## config.mk

```make
export PLATFORM = sky130hd
export DESIGN_NAME = stopwatch_ctrl
export DESIGN_NICKNAME = d
export VERILOG_FILES = /design/src/rtl/stopwatch_ctrl.sv
export SDC_FILE = /design/constraint.sdc
export NUM_CORES = 1
export LEC_CHECK = 0
export BUFFER_PORTS_ARGS = -buffer_cell sky130_fd_sc_hd__buf_2
export CAP_MARGIN = 25
export CORE_MARGIN = 5
export CORE_UTILIZATION = 30
export DETAILED_ROUTE_END_ITERATION = 8
export GPL_TIMING_DRIVEN = 0
export PLACE_DENSITY_LB_ADDON = 0.08
export SLEW_MARGIN = 10
export SYNTH_ARGS = -nofsm -noshare
export SYNTH_HDL_FRONTEND = slang
export SYNTH_SLANG_ARGS = --single-unit
```

## constraint.sdc

```tcl
create_clock -name clk_100mhz -period 3.3 [get_ports clk_100mhz]
set_input_delay 0.33 -clock clk_100mhz [delete_from_list [all_inputs] [get_ports clk_100mhz]]
set_output_delay 0.33 -clock clk_100mhz [all_outputs]
set_load 0.03 [all_outputs]
```

## src/rtl/stopwatch_ctrl.sv

```systemverilog
// stopwatch_ctrl: control sequencer for the stopwatch datapath.
// Generates the 1 Hz / 2 Hz tick pulses, synchronises and debounces the
// board inputs, runs the PAUSED/RUN/ADJ state machine and produces the
// one-cycle count, adjust and clear enables for the datapath.
module stopwatch_ctrl #(
    parameter int DIV_1HZ = 100_000_000,
    parameter int DIV_2HZ = 50_000_000,
    parameter int DB_CYC  = 1_000_000
) (
    input  logic       clk_100mhz,
    input  logic       rst_n,
    input  logic       btn_pause_raw,
    input  logic       btn_clr_raw,
    input  logic       switch_adj,
    input  logic       switch_sel,
    output logic       tick_1hz,
    output logic       tick_2hz,
    output logic       blink,
    output logic       cnt_en,
    output logic       adj_sec_en,
    output logic       adj_min_en,
    output logic       clr,
    output logic [1:0] state_out,
    output logic       is_adj,
    output logic       is_sel_sec
);

    localparam int W1  = (DIV_1HZ > 1) ? $clog2(DIV_1HZ) : 1;
    localparam int W2  = (DIV_2HZ > 1) ? $clog2(DIV_2HZ) : 1;
    localparam int DBW = (DB_CYC > 1) ? $clog2(DB_CYC) : 1;

    localparam logic [W1-1:0]  T1_MAX = W1'(DIV_1HZ - 1);
    localparam logic [W1-1:0]  T1_ONE = W1'(1);
    localparam logic [W2-1:0]  T2_MAX = W2'(DIV_2HZ - 1);
    localparam logic [W2-1:0]  T2_ONE = W2'(1);
    localparam logic [DBW-1:0] DB_MAX = DBW'(DB_CYC - 1);
    localparam logic [DBW-1:0] DB_ONE = DBW'(1);

    typedef enum logic [1:0] {
        ST_PAUSED = 2'b00,
        ST_RUN    = 2'b01,
        ST_ADJ    = 2'b10
    } state_t;

    // Bit order of the synchronised input vector: 0 pause, 1 clear, 2 adj, 3 sel.
    logic [3:0]     sync1_r;
    logic [3:0]     sync2_r;
    logic [DBW-1:0] db_cnt_r [2];
    logic [1:0]     stable_r;
    logic [1:0]     stable_d_r;
    logic [1:0]     press_s;
    logic [W1-1:0]  t1_cnt_r;
    logic [W2-1:0]  t2_cnt_r;
    logic           tick_1hz_r;
    logic           tick_2hz_r;
    logic           blink_r;
    state_t         state_r;
    logic           clr_r;
    logic           adj_sync_s;
    logic           sel_sync_s;

    // Two-flop synchronisers for every asynchronous board input.
    always_ff @(posedge clk_100mhz or negedge rst_n) begin
        if (!rst_n) begin
            sync1_r <= 4'b0000;
            sync2_r <= 4'b0000;
        end else begin
            sync1_r <= {switch_sel, switch_adj, btn_clr_raw, btn_pause_raw};
            sync2_r <= sync1_r;
        end
    end

    assign adj_sync_s = sync2_r[2];
    assign sel_sync_s = sync2_r[3];

    // Button debouncers: accept a new level after DB_CYC consecutive differing samples.
    always_ff @(posedge clk_100mhz or negedge rst_n) begin
        if (!rst_n) begin
            for (int i = 0; i < 2; i++) begin
                db_cnt_r[i] <= '0;
            end
            stable_r   <= 2'b00;
            stable_d_r <= 2'b00;
        end else begin
            stable_d_r <= stable_r;
            for (int i = 0; i < 2; i++) begin
                if (sync2_r[i] == stable_r[i]) begin
                    db_cnt_r[i] <= '0;
                end else if (db_cnt_r[i] == DB_MAX) begin
                    stable_r[i] <= sync2_r[i];
                    db_cnt_r[i] <= '0;
                end else begin
                    db_cnt_r[i] <= db_cnt_r[i] + DB_ONE;
                end
            end
        end
    end

    // One-cycle press pulses on the rising edge of each debounced level.
    assign press_s = stable_r & ~stable_d_r;

    // Free-running tick dividers; blink flips with every 2 Hz tick.
    always_ff @(posedge clk_100mhz or negedge rst_n) begin
        if (!rst_n) begin
            t1_cnt_r   <= '0;
            t2_cnt_r   <= '0;
            tick_1hz_r <= 1'b0;
            tick_2hz_r <= 1'b0;
            blink_r    <= 1'b0;
        end else begin
            if (t1_cnt_r == T1_MAX) begin
                t1_cnt_r   <= '0;
                tick_1hz_r <= 1'b1;
            end else begin
                t1_cnt_r   <= t1_cnt_r + T1_ONE;
                tick_1hz_r <= 1'b0;
            end
            if (t2_cnt_r == T2_MAX) begin
                t2_cnt_r   <= '0;
                tick_2hz_r <= 1'b1;
                blink_r    <= ~blink_r;
            end else begin
                t2_cnt_r   <= t2_cnt_r + T2_ONE;
                tick_2hz_r <= 1'b0;
                blink_r    <= blink_r;
            end
        end
    end

    // Mode state machine: clear beats the adjust switch, which beats pause.
    always_ff @(posedge clk_100mhz or negedge rst_n) begin
        if (!rst_n) begin
            state_r <= ST_PAUSED;
            clr_r   <= 1'b0;
        end else begin
            clr_r <= press_s[1];
            if (press_s[1]) begin
                state_r <= adj_sync_s ? ST_ADJ : ST_PAUSED;
            end else begin
                case (state_r)
                    ST_PAUSED: begin
                        if (adj_sync_s) begin
                            state_r <= ST_ADJ;
                        end else if (press_s[0]) begin
                            state_r <= ST_RUN;
                        end else begin
                            state_r <= ST_PAUSED;
                        end
                    end
                    ST_RUN: begin
                        if (adj_sync_s) begin
                            state_r <= ST_ADJ;
                        end else if (press_s[0]) begin
                            state_r <= ST_PAUSED;
                        end else begin
                            state_r <= ST_RUN;
                        end
                    end
                    ST_ADJ: begin
                        // Leaving adjust always parks in PAUSED; counting is never resumed here.
                        state_r <= adj_sync_s ? ST_ADJ : ST_PAUSED;
                    end
                    default: begin
                        state_r <= ST_PAUSED;
                    end
                endcase
            end
        end
    end

    // Datapath enables are decoded from registered state and registered ticks only.
    assign cnt_en     = tick_1hz_r & (state_r == ST_RUN) & ~clr_r;
    assign adj_sec_en = tick_2hz_r & (state_r == ST_ADJ) & stable_r[0] & sel_sync_s & ~clr_r;
    assign adj_min_en = tick_2hz_r & (state_r == ST_ADJ) & stable_r[0] & ~sel_sync_s & ~clr_r;

    assign tick_1hz   = tick_1hz_r;
    assign tick_2hz   = tick_2hz_r;
    assign blink      = blink_r;
    assign clr        = clr_r;
    assign state_out  = state_r;
    assign is_adj     = (state_r == ST_ADJ);
    assign is_sel_sec = sel_sync_s;

endmodule

```

== Word level (Yosys, flattened, before mapping) ==
Cells that the tools add are included.

* Add/sub/neg operators: 4
* Equal/unequal tests: 8
* Mux-type cells: 15
* Bitwise operators: 15
* Reductions and logical operators: 3

{| class="wikitable"
|+ Operator list
! kind !! count
|-
| $mux 20 || 4
|-
| $add 20x1->20 const B || 2
|-
| $eq 20x20->1 const B || 2
|-
| $add 27x1->27 const B || 1
|-
| $eq 27x27->1 const B || 1
|-
| $mux 27 || 1
|-
| $add 26x1->26 const B || 1
|-
| $eq 26x26->1 const B || 1
|-
| $mux 26 || 1
|-
| $and 1x1->1 || 8
|-
| $mux 2 || 4
|-
| $pmux 2 s3 || 1
|-
| $not 1->1 || 5
|-
| $mux 1 || 4
|-
| $reduce_and 2->1 || 2
|-
| $and 2x2->2 || 1
|-
| $eq 1x1->1 || 2
|-
| $eq 2x1->1 const B || 1
|-
| $eq 2x2->1 const B || 1
|-
| $logic_not 2->1 || 1
|-
| $not 2->2 || 1
|}

* Register bits after elaboration: 111
* Output and inout bits: 11
* Logic and storage cells: 59

== Depth between registers and ports, before layout ==
Gate-level depths: netlist of the first run.

* Depth after elaboration: 6
* Mapped depth: 7
* Gate-level depth less buffers: 5

== Least setup slack after synthesis of the first run ==
Ideal clock, no wire load.

* Path kind: register to output
* Start: register state_r[1], in the netlist state_out[1]
* End: output adj_min_en
* Data arrival time: 1.713 ns
* Data required time: 2.970 ns
* Setup slack: 1.257 ns
* Stages on the path, launching flop included: 4
* Path through: dfrtp_1 nor2b_1 nand4b_1 nor2_1

* Word-level cells in the longest chain between the ends: 5

{| class="wikitable"
|+ Ends and longest elaborated chain
! element !! RTL line !! text
|-
| start, declared || 57 || <nowiki>state_t state_r;</nowiki>
|-
| start signal, assigned || 138 || <nowiki>state_r <= adj_sync_s ? ST_ADJ : ST_PAUSED;</nowiki>
|-
| start signal, assigned || 161 || <nowiki>state_r <= adj_sync_s ? ST_ADJ : ST_PAUSED;</nowiki>
|-
| $eq 2x2->1 || n/a ||
|-
| net is_adj || 24 || <nowiki>output logic is_adj,</nowiki>
|-
| $and 1x1->1 (4 in a row) || 174 || <nowiki>assign adj_min_en = tick_2hz_r & (state_r == ST_ADJ) & stable_r[0] & ~sel_sync_s & ~clr_r;</nowiki>
|-
| end, declared || 21 || <nowiki>output logic adj_min_en,</nowiki>
|}

The timed path passes the listed nets, and every way through them passes these cells.

== Worst setup path in the final report of the first run ==
* Start: register t2_cnt_r[0]
* End: register t2_cnt_r[3]

* Word-level cells in the longest chain between the ends: 2
* Elaborated cells on any way between the ends: 3
* Those cells by class: 1 x add/sub; 1 x eq/ne; 1 x mux

{| class="wikitable"
|+ Ends and longest elaborated chain
! element !! RTL line !! text
|-
| start, declared || 53 || <nowiki>logic [W2-1:0] t2_cnt_r;</nowiki>
|-
| start signal, assigned || 123 || <nowiki>t2_cnt_r <= t2_cnt_r + T2_ONE;</nowiki>
|-
| $add 26x1->26 or $eq 26x26->1 (tied branches) || 123, 118 ||
|-
| $mux 26 * || 118 || <nowiki>if (t2_cnt_r == T2_MAX) begin</nowiki>
|}

Every way passes the cells marked *; elsewhere a longest branch is shown, timed or not.
A chain may end at the register's enable or synchronous reset.

==> metrics, run 1 <==
crit path max-delay cell type nor3_1; area leader, netlist dfrtp_1; ant diodes 0; Core Box Area between 0.015 and 0.02 mm2; vias in the first global route around 3700; top-count cell post-synth dfrtp_1; critical path, cell by cell ha_1 > and4_1 > clkbuf_1 > nand2_1 > nor3_1 > clkbuf_1 > nor2_1; Post-Syn Nets about 520; initial cell density of the core a little under a third; residual DRC count 0; num rows 48; CTS H-tree lvls 3; Most used DFF post-synth dfrtp_1; Post-CTS Resized 0; cell leakage power ~0.0024 uW; Post-synth top cells dfrtp_1, nor2_1, xnor2_1; mux share of post-synthesis cell area under 10%; Die Wd between 100 and 150 um; HPWL after detailed placement ~7500 um; status complete, no violations; CTS Buf Count 9; Worst-path clk slew about 70 ps; Worst slew margin approximately 48%; worst stage delay on the critical path roughly 600 ps; sequential share of the synthesized area a little over half; RSZ-0062 raised after global routing false; DR iter-0 viols 144; crit path max fanout 10; Layout fillers between 1500 and 2000; Slew Limit Fails 0; # setup viols final 0; first-pass GRT wire length 18300 um; Die Y ~140 um; synth top area cells dfrtp_1, xnor2_1, xor2_1; peak supply drop ~210 uV; Distinct cells, synth 43; Synth Area in Compound Gates 6.44%; Crit. End Element flop; GR Overflow Total 0; drt first pass iters 5; largest family of logic cells by synthesized area simple AND/OR/NAND/NOR gates; crit-path leading delay family simple AND/OR/NAND/NOR gates; Post-Synth XOR/XNOR Area ~10%; final worst-path cycle share 76.0%; antenna-violating nets left 0; critical path startpoint category flop; #FFs+latches synth between 100 and 150; RePlAce Congestion approximately 0.75; port bufs 16; HP Class primary input to flop; worst setup path class flop to flop; EDFF count, synth 0; I/O pin total 17; required time worst endpoint roughly 3500 ps; CTS tree done; clk root buf clkbuf_16; Post-Syn Instances just over 500; Finished Layout Cells 764; fraction of layout cells with a size suffix above 1 under 10%; routed wire length per instance 14.0 um; initial antenna violation count 0; Finished Core Util between 30% and 40%; Post-Place Cells 748; fin nets about 550; Skew-Pair Late Insertion Delay roughly 350 ps; Layout area overhead 13.2%; Critical Path Most Common Cell clkbuf_1; Multi-input gate area 0.00230 mm2; Final Hold Vio Count 0; Simple-Gate Fraction of Synth Area 25.5%; WP buf/inv 2; CTS max path bufs 2; Die ar. roughly 0.020 mm2; area share of the largest cell type after synthesis a little over half; Max-Cap Viols 0; vias per cell ~4.8; Synth Area in Adders 0.965%; Mapped Avg Cell Area ~10 um2; Worst Path Arrival 2720 ps; largest net degree at the start of global routing between 60 and 70; Via Count around 3700; pwr dens 428 mW/mm2; Slew @ Worst Pin between 700 and 800 ps; Clock Skew roughly 7.3 ps; Register Area 0.00278 mm2; min cycle time layout about 2500 ps; total wire length between 10000 and 15000 um; CTS Sinks around 110; Async S/R FF share, synth between 90% and 100%; synth warn 0; synthesized area a little over 0.005 mm2; total negative slack 0 ps; gr usage total ~11%; fmax 399 MHz
worst paths after layout:
| path | start | end | slack [ps] | cells after the start |
|---|---|---|---|---|
| min reg2reg | sync1_r[1] | sync2_r[1] | 350 | 0 |
| max reg2reg | t2_cnt_r[0] | t2_cnt_r[3] | 790 | 7 |
| max in group asynchronous | rst_n | db_cnt_r[35] | 2130 | 3 |
| max | t2_cnt_r[0] | t2_cnt_r[3] | 790 | 7 |
| min | btn_clr_raw | sync1_r[1] | 90 | 1 |
| min in group asynchronous | rst_n | db_cnt_r[17] | 490 | 2 |
cell usage in the layout (no fill, tap or decap), drive strengths merged, types with 3 or more instances in the layout:
cell type  Yosys  routed
dfrtp        111     111
or3           14      14
nor2          51      51
xor2          22      22
and4          10      10
a21oi         25      25
nor3          15      15
clkbuf         8      20
nand4         30      30
o31ai          9       9
nand3         33      33
mux2i          5       5
nor2b          5       5
and3           6       6
and2           3       3
xnor2         37      37
inv           14      14
buf            5      22
nand2         34      34
ha             4       4
or4           18      18
o21ai         21      21
or4b           3       3
nor4           9       9
power by group:
group / switching, uW / internal, uW / total [uW]
Clock: 479 / 586 / 1070
Combinational: 50.6 / 18.3 / 68.9
Sequential: 10.9 / 1370 / 1380
Total: 540 / 1980 / 2520
final cells by class:
| class | count | share of cell area, % |
|---|---|---|
| Buffer | 13 | 1.00 |
| Clock inverter | 3 | 0.767 |
| Inverter | 14 | 0.895 |
| Multi-Input combinational cell | 368 | 39.1 |
| Sequential cell | 111 | 47.3 |
| Tap cell | 225 | 4.79 |
| Timing Repair Buffer | 18 | 2.11 |
| Clock buffer | 12 | 4.03 |
per-layer routing:
layer	vias up	share of wire, %	track usage (%)	wire length [um]
li1	1886	-	-	-
met1	1753	52	15.5	5520
met2	36	45	17.3	4790
met3	11	2.5	2.97	268
met4	0	1.3	3.48	139
met5	-	0	0	0
registers in the layout, summed over array words and instances (netlist names):
signal,cells
db_cnt_r,40
t1_cnt_r,27
t2_cnt_r,26
sync1_r,4
sync2_r,4
stable_d_r,2
stable_r,2
state_out,2
blink,1
clr,1
tick_1hz,1
tick_2hz,1
stage by stage:
| step | setup WS (ps) | instance area, um2 | hold slack (ps) | total power (uW) |
|---|---|---|---|---|
| 2_1_floorplan | 1260 | 5180 | 34.4 | 1430 |
| 3_3_place_gp | 437 | 5550 | 332 | 1480 |
| 3_5_place_dp | 756 | 5580 | 314 | 1480 |
| 4_1_cts | 744 | 5870 | 65.2 | 2570 |
| 5_1_grt | 533 | 5870 | 64.4 | 2630 |
| 6_report | 793 | 5870 | 89.1 | 2520 |
cells by family after synthesis:
family	count (synthesis)
muxes	7
adders and majority gates	4
and+or+nand+nor	240
buffers and inverters	27
DFF	111
AOI/OAI and AO/OA	58
xor gates and xnor gates	59
repair_timing:
item,CTS,global route
buffers inserted,0,0
hold buffers,1,0
endpoints found under the hold margin,50,0
(Power assumes the default switching activity.)
==> run 2, diff against run 1 <==
==> constraint.sdc (replaced) <==
create_clock -name clk_100mhz -period 2.2 [get_ports clk_100mhz]
set_input_delay 0.22 -clock clk_100mhz [delete_from_list [all_inputs] [get_ports clk_100mhz]]
set_output_delay 0.22 -clock clk_100mhz [all_outputs]
set_load 0.03 [all_outputs]
==> metrics, run 2 (synthesis gave the netlist of run 1 again) <==
status complete, no violations; RSZ-0062 raised after global routing true; initial antenna violation count 0; antenna-violating nets left 0; I/O pin total 17; Worst Path Arrival 2320 ps; Crit. End Element flop; Die Y 141 um; num rows between 40 and 50; Max-Cap Viols 0; Slew Limit Fails 0; max FFs per register 40; CTS max path bufs 2; crit path max fanout 10; initial cell density of the core between 30% and 40%; worst setup path class flop to flop; # setup viols final 0; peak supply drop between 300 and 400 uV; first-pass GRT wire length approximately 18000 um; critical path startpoint category flop; HPWL after detailed placement 7490 um; pwr dens approximately 640 mW/mm2; Finished Layout Cells about 770; P_sw 818 uW; FF-to-FF Start db_cnt_r[26]; r2r worst-path depth 5; Logic pwr share 3.0%; routed wire length per instance 14.1 um; Worst-path clk slew around 70 ps; GR Overflow Total 0; Skew-Pair Late Insertion Delay 350 ps; CTS Buf Count 9; Via Count around 3700; required time worst endpoint approximately 2400 ps; port bufs 16; switching share of total power 21.6%; total wire length approximately 11000 um; largest net degree at the start of global routing 62; total negative slack 0 ps; commonest non-fill, non-tap cell in the layout dfrtp_1; HP Class primary input to flop; CTS H-tree lvls 3; fraction of layout cells with a size suffix above 1 under 10%; Finished Core Util 34.8%; Final Hold Vio Count 0; Crit. Startpoint db_cnt_r[26]; Die ar. 0.0200 mm2; residual DRC count 0; CTS tree done; vias in the first global route 3693; overall power about 3800 uW; Clk pwr share a little over two fifths; Layout area overhead 14.8%; Top reg by flops db_cnt_r; Slew @ Worst Pin approximately 500 ps; end point of the critical path db_cnt_r[27]; gr usage total between 10% and 20%; cell leakage power 0.00240 uW; Layout fillers ~1800; final worst-path cycle share roughly 95%; vias per cell 4.86; fin nets between 500 and 600; drt first pass iters 4; cell internal pwr between 2000 and 3000 uW; r2r setup slk roughly 120 ps; clk root buf clkbuf_16; min cycle time layout just over 2000 ps; ant diodes 0; RR Endpoint db_cnt_r[27]; Clock Skew 6.66 ps; fmax 481 MHz; CTS Sinks between 100 and 150; Core Box Area 0.0171 mm2; Largest regs db_cnt_r: 40 flops, t1_cnt_r: 27 flops, t2_cnt_r: 26 flops; most frequent cells in the layout dfrtp_1, nor2_1, xnor2_1; Worst slew margin around two thirds; RePlAce Congestion around 0.75; DR iter-0 viols 200; Post-Place Cells roughly 750; Die Wd between 100 and 150 um; sequential fraction of design power a little over half
## run 2: cell types whose count changed in the layout (fill, tap and decap cells not counted), moves of 2 or more
cell / change
buf_4: +2
clkbuf_1: -4
buf_2: -2
clkbuf_4: +2
nor3_1: -2
dlygate4sd3_1: +3
## run 2: worst min-delay path by stage
stage / start / endpoint / slack [ps] / cells after the start
3_5_place_dp: rst_n / db_cnt_r[17] / 200 / 1
5_1_grt: switch_adj / sync1_r[2] / 4 / 1
2_1_floorplan: rst_n / blink / -80 / 0
4_1_cts: switch_adj / sync1_r[2] / 3 / 1
3_3_place_gp: btn_clr_raw / sync1_r[1] / 330 / 1
6_report: switch_adj / sync1_r[2] / 20 / 1
## run 2: layout make-up
cell class	instances	area, um2	share of cell area (%)
sequential	111	2780	46.7
multi-input combinational	368	2330	39.2
tap	225	282	4.73
clock buffer	12	236	3.97
timing repair buffer	22	161	2.71
buffer	11	61.3	1.03
inverter	14	52.6	0.883
clock inverter	3	45.0	0.757
## run 2: critical path, cell delays in order (launching register included)
cell      delay (ps)
dfrtp_1          460
or4b_1           480
or4_1            540
o21ai_1          180
clkbuf_4         240
nor2_1            70
## run 2: through the flow
step / setup slack (ps) / hold WS [ps] / area, um2
2_1_floorplan: 187 / -75.6 / 5180
3_3_place_gp: -553 / 328 / 5550
3_5_place_dp: -344 / 204 / 5580
4_1_cts: 4.51 / 2.84 / 5920
5_1_grt: -11.5 / 3.65 / 5950
6_report: 121 / 21.1 / 5950
## run 2: per-layer routing
layer / share of wire [%] / track usage [%] / vias to the layer above
li1: - / - / 1888
met1: 50 / 15.5 / 1786
met2: 46 / 17.4 / 40
met3: 3.0 / 2.97 / 11
met4: 1.3 / 3.48 / 0
met5: 0 / 0 / -
## run 2: power groups by stage
stage	Sequential [uW]	Clock (uW)	Combinational, uW
after floorplan	2110	0	34.9
after global placement	2110	0	100
after detailed placement	2110	0	108
after CTS	2070	1680	115
after global routing	2080	1750	131
final	2070	1600	112
## run 2: what timing repair did
action,CTS,global route
setup endpoints to repair,30,40
resized for setup,3,12
hold endpoints to repair,53,0
hold buffers,4,0
buffers inserted,1,0
pin swaps,1,0
==> run 3, diff against run 2 <==
--- a/config.mk
+++ b/config.mk
@@ -9,6 +9,7 @@
 export CAP_MARGIN = 25
 export CORE_MARGIN = 5
 export CORE_UTILIZATION = 30
+export CTS_BUF_LIST = sky130_fd_sc_hd__clkbuf_16
 export DETAILED_ROUTE_END_ITERATION = 8
 export GPL_TIMING_DRIVEN = 0
 export PLACE_DENSITY_LB_ADDON = 0.08
==> metrics, run 3 (synthesis gave the netlist of run 1 again) <==
status complete, no violations; Layout area overhead 14.8%; CTS H-tree lvls 3; Die Wd 141 um; Register Area between 0.002 and 0.003 mm2; # setup viols final 0; Critical Path Stages 5; vias in the first global route between 3000 and 4000; HPWL after detailed placement around 7500 um; WP buf/inv 1; commonest non-fill, non-tap cell in the layout dfrtp_1; fin nets ~550; r2r worst-path depth 5; CTS max path bufs 2; Die ar. around 0.020 mm2; Layout fillers about 1800; vias per cell approximately 4.9; Crit. End Element flop; RSZ-0062 raised after global routing true; Core Box Area about 0.017 mm2; Worst-path clk slew ~70 ps; GR Overflow Total 0; Final Hold Vio Count 0; Worst slew margin around two thirds; crit-path leading delay family simple AND/OR/NAND/NOR gates; Worst Path Arrival 2320 ps; largest net degree at the start of global routing 62; Multi-input gate area approximately 0.0023 mm2; CTS Sinks between 100 and 150; RePlAce Congestion about 0.75; fmax between 400 and 500 MHz; overall power about 3800 uW; routed wire length per instance 14.1 um; first-pass GRT wire length around 18000 um; worst stage delay on the critical path 540 ps; CTS tree done; Slew @ Worst Pin a little under 500 ps; antenna-violating nets left 0; peak supply drop 319 uV; cell leakage power 0.00241 uW; min cycle time layout roughly 2100 ps; Hold Path Cell Cnt 1; Top reg by flops db_cnt_r; crit path max-delay cell type or4_1; I/O pin total 17; crit path max fanout 10; worst setup path class flop to flop; Max-Cap Viols 0; DR iter-0 viols between 150 and 200; residual DRC count 0; critical path, cell by cell or4b_1 > or4_1 > o21ai_1 > clkbuf_4 > nor2_1; Slew Limit Fails 0; Clock Skew 7.19 ps; CTS Buf Count 9; Die Y between 100 and 150 um; ant diodes 0; required time worst endpoint about 2400 ps; num rows between 40 and 50; initial antenna violation count 0; max FFs per register 40; final worst-path cycle share between 90% and 100%; initial cell density of the core ~30%; Largest regs db_cnt_r: 40 flops, t1_cnt_r: 27 flops, t2_cnt_r: 26 flops; total negative slack 0 ps; Via Count around 3700; port bufs 16; fraction of layout cells with a size suffix above 1 about 10%; critical path startpoint category flop; Skew-Pair Late Insertion Delay around 350 ps; HP Class primary input to flop; pwr dens ~630 mW/mm2; most frequent cells in the layout dfrtp_1, nor2_1, xnor2_1; clk root buf clkbuf_16; drt first pass iters 4; gr usage total between 10 and 15%; total wire length approximately 11000 um
-- run 3: changes by cell type in the layout (fill, tap and decap cells not counted), sizes merged --
cell    previous run  this run
clkbuf            19        16
inv               14        17
-- run 3: metrics by stage --
stage                     util [%]  hold WS [ps]  instances  setup WS (ps)  instance area [um2]
after global routing          34.8          3.65        766          -11.5                 5950
after detailed placement      32.6           204        748           -344                 5580
after global placement        32.4           328        747           -553                 5550
final                         34.8          22.1        766            121                 5950
after floorplan                  -         -75.6        506            187                 5180
after CTS                     34.6          2.84        768           4.34                 5920
-- run 3: final cells by class --
type	instances	share of cell area [%]
multi-input combinational	368	39.2
buffer	11	1.03
clock inverter	6	0.946
timing repair buffer	22	2.71
sequential	111	46.7
clock buffer	9	3.78
inverter	14	0.883
tap	225	4.73
-- run 3: routing by layer --
layer / routed length [um] / track usage [%] / vias to the layer above
met2: 4940 / 17.4 / 38
met3: 320 / 2.97 / 11
met5: 0 / 0 / -
li1: - / - / 1888
met1: 5420 / 15.5 / 1786
met4: 138 / 3.48 / 0
-- run 3: timing repair --
item | 4_1_cts | 5_1_grt
setup buffers | 1 | 0
pin swaps | 1 | 0
hold endpoints to repair | 53 | 0
endpoints found under the setup margin | 30 | 40
resized for setup | 3 | 12
hold buffers | 4 | 0
-- run 3: path summary, 6_finish.rpt --
check                           slack [ps]          from           end
worst max register to register         120  db_cnt_r[26]  db_cnt_r[27]
worst min-delay path                    20    switch_adj    sync1_r[2]
max in group asynchronous             1150         rst_n  db_cnt_r[35]
worst min register to register         360    sync1_r[1]    sync2_r[1]
min in group asynchronous              370         rst_n  db_cnt_r[17]
worst max-delay path                   120  db_cnt_r[26]  db_cnt_r[27]
-- run 3: where the power goes --
group,switching [uW],internal [uW]
Sequential,17.9,2060
Clock,726,866
Combinational,76.7,35.3
Total,821,2960
